--- src/rtl/cpu_seq.sv ---
// Fetch/decode/branch sequencer for a 16-bit CPU.
// Ports: clk/reset, memory (mem_cmd/mem_addr/read_data/mem_rdy), exec handshake, branch/link, halt.
module cpu_seq #(
  parameter int              PC_W     = 9,
  parameter logic [PC_W-1:0] RESET_PC = '0
) (
  input  logic            clk,
  input  logic            reset,
  input  logic [15:0]     read_data,
  input  logic            mem_rdy,
  output logic [1:0]      mem_cmd,
  output logic [PC_W-1:0] mem_addr,
  input  logic [1:0]      ex_mem_cmd,
  input  logic [PC_W-1:0] ex_mem_addr,
  input  logic            N,
  input  logic            V,
  input  logic            Z,
  input  logic [15:0]     rd_val,
  output logic [15:0]     ir,
  output logic [PC_W-1:0] pc,
  output logic            exec_start,
  input  logic            exec_done,
  output logic            link_we,
  output logic [PC_W-1:0] link_val,
  output logic            halted,
  input  logic            resume
);

  // Memory command encodings (MWRITE=2'b10 only ever arrives via ex_mem_cmd).
  localparam logic [1:0] MREAD = 2'b11;
  localparam logic [1:0] MNONE = 2'b01;

  typedef enum logic [2:0] {
    S_RST,
    S_IF,
    S_UPC,
    S_DEC,
    S_EX,
    S_BR,
    S_BL,
    S_HALT
  } state_t;

  state_t          r_state;
  state_t          w_state_nxt;
  logic [PC_W-1:0] r_pc;
  logic [PC_W-1:0] w_pc_nxt;
  logic [15:0]     r_ir;
  logic            w_ir_ld;

  logic [PC_W-1:0] w_sximm;
  logic [PC_W-1:0] w_pc_rel;
  logic [PC_W-1:0] w_pc_reg;
  logic            w_nv;
  logic            w_taken;
  logic            w_op_br;
  logic            w_op_bl;
  logic            w_op_hlt;
  logic            w_unused;

  // Only rd_val[PC_W-1:0] is a branch target.
  assign w_unused = &{1'b0, rd_val};

  // Offsets are relative to the already incremented pc.
  assign w_sximm  = PC_W'($signed(r_ir[7:0]));
  assign w_pc_rel = r_pc + w_sximm;
  assign w_pc_reg = rd_val[PC_W-1:0];

  assign w_op_br  = (r_ir[15:13] == 3'b001);
  assign w_op_bl  = (r_ir[15:13] == 3'b010);
  assign w_op_hlt = (r_ir[15:13] == 3'b111);

  assign w_nv = N ^ V;

  always_comb begin
    w_taken = 1'b0;
    case (r_ir[10:8])
      3'b000:  w_taken = 1'b1;
      3'b001:  w_taken = Z;
      3'b010:  w_taken = ~Z;
      3'b011:  w_taken = w_nv;
      3'b100:  w_taken = w_nv | Z;
      default: w_taken = 1'b0;
    endcase
  end

  always_ff @(posedge clk) begin
    if (reset) begin
      r_state <= S_RST;
    end else begin
      r_state <= w_state_nxt;
    end
  end

  always_comb begin
    w_state_nxt = r_state;
    w_pc_nxt    = r_pc;
    w_ir_ld     = 1'b0;
    mem_cmd     = MNONE;
    mem_addr    = r_pc;
    exec_start  = 1'b0;
    link_we     = 1'b0;
    halted      = 1'b0;
    case (r_state)
      S_RST: begin
        w_state_nxt = S_IF;
      end
      S_IF: begin
        mem_cmd = MREAD;
        if (mem_rdy) begin
          w_ir_ld     = 1'b1;
          w_state_nxt = S_UPC;
        end
      end
      S_UPC: begin
        w_pc_nxt    = r_pc + 1'b1;
        w_state_nxt = S_DEC;
      end
      S_DEC: begin
        unique case (1'b1)
          w_op_br:  w_state_nxt = S_BR;
          w_op_bl:  w_state_nxt = S_BL;
          w_op_hlt: w_state_nxt = S_HALT;
          default: begin
            exec_start  = 1'b1;
            w_state_nxt = S_EX;
          end
        endcase
      end
      S_EX: begin
        mem_cmd  = ex_mem_cmd;
        mem_addr = ex_mem_addr;
        if (exec_done) begin
          w_state_nxt = S_IF;
        end
      end
      S_BR: begin
        if (w_taken) begin
          w_pc_nxt = w_pc_rel;
        end
        w_state_nxt = S_IF;
      end
      S_BL: begin
        case (r_ir[12:11])
          2'b11: begin
            link_we  = 1'b1;
            w_pc_nxt = w_pc_rel;
          end
          2'b00: begin
            w_pc_nxt = w_pc_reg;
          end
          2'b10: begin
            link_we  = 1'b1;
            w_pc_nxt = w_pc_reg;
          end
          default: begin
            w_pc_nxt = r_pc;
          end
        endcase
        w_state_nxt = S_IF;
      end
      S_HALT: begin
        halted = 1'b1;
        if (resume) begin
          w_state_nxt = S_IF;
        end
      end
      default: begin
        w_state_nxt = S_RST;
      end
    endcase
  end

  always_ff @(posedge clk) begin
    if (reset) begin
      r_pc <= RESET_PC;
      r_ir <= 16'h0000;
    end else begin
      r_pc <= w_pc_nxt;
      if (w_ir_ld) begin
        r_ir <= read_data;
      end
    end
  end

  assign pc       = r_pc;
  assign ir       = r_ir;
  assign link_val = r_pc;

endmodule

--- config.mk ---
export PLATFORM = sky130hd
export DESIGN_NAME = cpu_seq
export DESIGN_NICKNAME = d
export VERILOG_FILES = /design/src/rtl/cpu_seq.sv
export SDC_FILE = /design/constraint.sdc
export NUM_CORES = 1
export LEC_CHECK = 0
export CAP_MARGIN = 25
export CELL_PAD_IN_SITES_DETAIL_PLACEMENT = 1
export CELL_PAD_IN_SITES_GLOBAL_PLACEMENT = 1
export CORE_ASPECT_RATIO = 1.4
export CORE_MARGIN = 2
export CORE_UTILIZATION = 31
export CTS_CLUSTER_SIZE = 40
export DETAILED_ROUTE_END_ITERATION = 8
export PLACE_DENSITY = 0.86
export SLEW_MARGIN = 20
export SYNTH_ARGS = -nofsm -noshare
export SYNTH_HDL_FRONTEND = slang
export SYNTH_SLANG_ARGS = --single-unit
--- constraint.sdc ---
create_clock -name clk -period 5.4 [get_ports clk]
set_input_delay 1.08 -clock clk [delete_from_list [all_inputs] [get_ports clk]]
set_output_delay 1.08 -clock clk [all_outputs]
set_load 0.02 [all_outputs]
==> flow_summary.json <==
{
  "status": "finished clean",
  "crit_slowest_cell": "dfxtp_1",
  "drive_gt1_frac": 0.0796,
  "worstPathMaxFanout": 16,
  "grt_use_total": 0.193,
  "core_um2": 6610,
  "crit_family": "flip-flops",
  "cts_max_path_buffers": 2,
  "n_antenna_cell": 0,
  "postRouteAntennaNets": 0,
  "syn_inst": 264,
  "cts_buffers": 3,
  "critPathArrivalTime_ns": 2.54,
  "fin_tns_setup_ns": 0,
  "synth_common_cells": "nand2_1 (42), dfxtp_1 (28), a21oi_1 (24), nor2_1 (15)",
  "seq_area_frac_synth": 0.264,
  "die_x_um": 74.0,
  "hpwl_um": 5470,
  "max_freq_ghz": 0.277,
  "synthesis.area_per_instance_um2": 8.05,
  "cts-htree-levels": 1,
  "holdCritPathClass": "flop to flop",
  "cp_num_buf_inv": 1,
  "grt_max_degree": 29,
  "final-setup-viol-count": 0,
  "ys_types": 57,
  "swShare": 0.353,
  "crit_chain": "nand2b_1 > nor2_2 > mux2_2 > clkdlybuf4s50_1",
  "post_cts_buffers": 0,
  "pin_count": 99,
  "period_minus_slack_ns": 3.62,
  "slew_headroom": 0.535,
  "drv_slew": 0,
  "dr.pass1.iters": 4,
  "synth_nets": 325,
  "postLayoutCoreUtil": 0.467,
  "clockPowerShare": 0.218,
  "cp-start-kind": "flop",
  "drv_cap": 0,
  "min_path_cells": 2,
  "postSynth.asyncResetShare": 0,
  "grt_pass1_wl_um": 11600,
  "antenna_found_initial": 0,
  "cts_sinks": 28,
  "use_met3": 0.0197,
  "die_area_um2": 7540,
  "synth_area_um2": 2120,
  "p_seq_frac": 0.402,
  "met2_usage": 0.374,
  "p_per_area_nw_per_um2": 206,
  "finalPower_mw": 0.637,
  "syn_to_final_growth_pct": 45.2,
  "r2r_end": "link_val[7]",
  "clk_pin_slew_ns": 0.11,
  "cts_root_buffer": "clkbuf_8",
  "yosysWarnings": 0,
  "drc": 0,
  "hold_violations": 0,
  "start_util": 0.321,
  "r2r-start": "link_val[1]",
  "die_height_um": 102,
  "rrSetupSlack_ns": 3.08,
  "routed_via_density": 5.25,
  "synth_top_area_share": 0.264,
  "nets": 401,
  "rows": 35,
  "gp_congestion": 0.835,
  "met1_usage": 0.220,
  "worstPathRequired_ns": 4.32,
  "switching_power_mw": 0.225,
  "ys.flop_type": "dfxtp_1",
  "cts_resized": 0,
  "wl_per_cell_um": 16.4,
  "irDropWorstVdd_uv": 102,
  "vias": 2261,
  "grt.overflow.total": 0,
  "cpPeakStageDelay_ns": 0.66,
  "reg2regPathDepth": 6,
  "worst_slew_pin_slew_ns": 0.697,
  "detail_route.iter0.violations": 115,
  "rsz0062_at_grt": "false",
  "ys_top_cells_by_area": "dfxtp_1 (26%), nand2_1 (7.4%), a21oi_1 (5.7%), ha_1 (5.3%), mux2_2 (5.3%)",
  "fin_skew_ns": 0.00477,
  "synth_most_common_cell": "nand2_1",
  "grt-busiest-layer": "met2",
  "p_comb_frac": 0.380,
  "yosys.area.top_type": "dfxtp_1",
  "synth_edf_count": 0,
  "path_depth": 4,
  "cell_internal_pwr_mw": 0.412,
  "hold_end": "ir[4]",
  "port-buffer-count": 91,
  "leakage_nw": 1.15,
  "period_share": 0.669,
  "synth-seq-cells": 28,
  "critPathKind": "flop to output port",
  "end_kind": "output port",
  "clk-insertion-delay-late_ns": 0.28,
  "tritoncts": "yes",
  "min_from": "ir[4]",
  "grt_pass1_vias": 2430,
  "drt-total-wl_um": 7070,
  "cts_hold_buf": 0
}
==> layout make-up <==
class	count	area, µm²
Clock buffer	4	55.1
Fill cell	791	3530
Sequential cell	28	561
Multi-Input combinational cell	207	1400
Inverter	6	22.5
Timing Repair Buffer	94	933
Tap cell	92	115
==> cell usage in the layout, fill, tap and decap left out, types with 3 or more instances in the layout <==
master and n:
clkdlybuf4s50_1 91, nand2_1 42, dfxtp_1 28, a21oi_1 24, nor2_1 15, mux2_2 10
ha_1 9, nand3_1 8, xor2_1 7, inv_1 6, o21ai_0 6, a211oi_1 6
nand2b_1 5, nor3_1 5, a211oi_2 5, xnor2_1 4, a31oi_1 4, a222oi_1 4
o21a_1 4, clkbuf_8 4, nor2b_1 3, or3_1 3, and3_1 3, nand3b_1 3
buf_4 3
==> worst min-delay path, cell delays in order (launching register included) <==
cell	delay, ns
dfxtp_1	0.34
nand2_1	0.06
a21oi_1	0.06
==> kinds of logic after synthesis <==
group,share of synthesized area
mux,0.0577
buf+inv,0.0777
simple gates,0.227
compound gates,0.266
flops,0.264
xor+xnor,0.0453
fa+ha+maj,0.0624
==> per-stage QoR <==
| stage | cell area (µm²) | instances | setup WS, ns | hold slack (ns) |
|---|---|---|---|---|
| after floorplan | 2120 | 264 | 2.80 | 0.550 |
| after global routing | 3090 | 431 | 1.67 | 0.534 |
| final | 3090 | 431 | 1.78 | 0.496 |
| after detailed placement | 3020 | 426 | 1.96 | 0.483 |
| after CTS | 3080 | 430 | 1.79 | 0.501 |
| after global placement | 3020 | 426 | 1.96 | 0.483 |
==> how the worst max path moves through the flow <==
stage | end | start | slack [ns]
6_report | mem_addr[5] | r_state[2] | 1.78
5_1_grt | mem_addr[5] | r_state[2] | 1.67
4_1_cts | mem_addr[5] | r_state[2] | 1.79
3_5_place_dp | mem_cmd[0] | ex_mem_cmd[0] | 1.96
3_3_place_gp | mem_cmd[0] | ex_mem_cmd[0] | 1.96
2_1_floorplan | mem_cmd[0] | ex_mem_cmd[0] | 2.80
==> power groups by stage <==
stage,registers [mW],clock network (mW),logic [mW]
2_1_floorplan,0.260,0,0.140
3_3_place_gp,0.260,0,0.234
3_5_place_dp,0.261,0,0.243
4_1_cts,0.257,0.141,0.244
5_1_grt,0.260,0.149,0.264
6_report,0.256,0.139,0.242
==> per-layer routing <==
layer	vias to the layer above	routed length [µm]
met5	-	0
met3	7	314
met4	0	87
met2	57	3900
met1	1091	2760
li1	1106	-
==> sequential cells by signal, indices dropped and copies added, names as in the netlist <==
name,count
ir,16
link_val,9
r_state,3
Power figures use the tool's default switching activity.
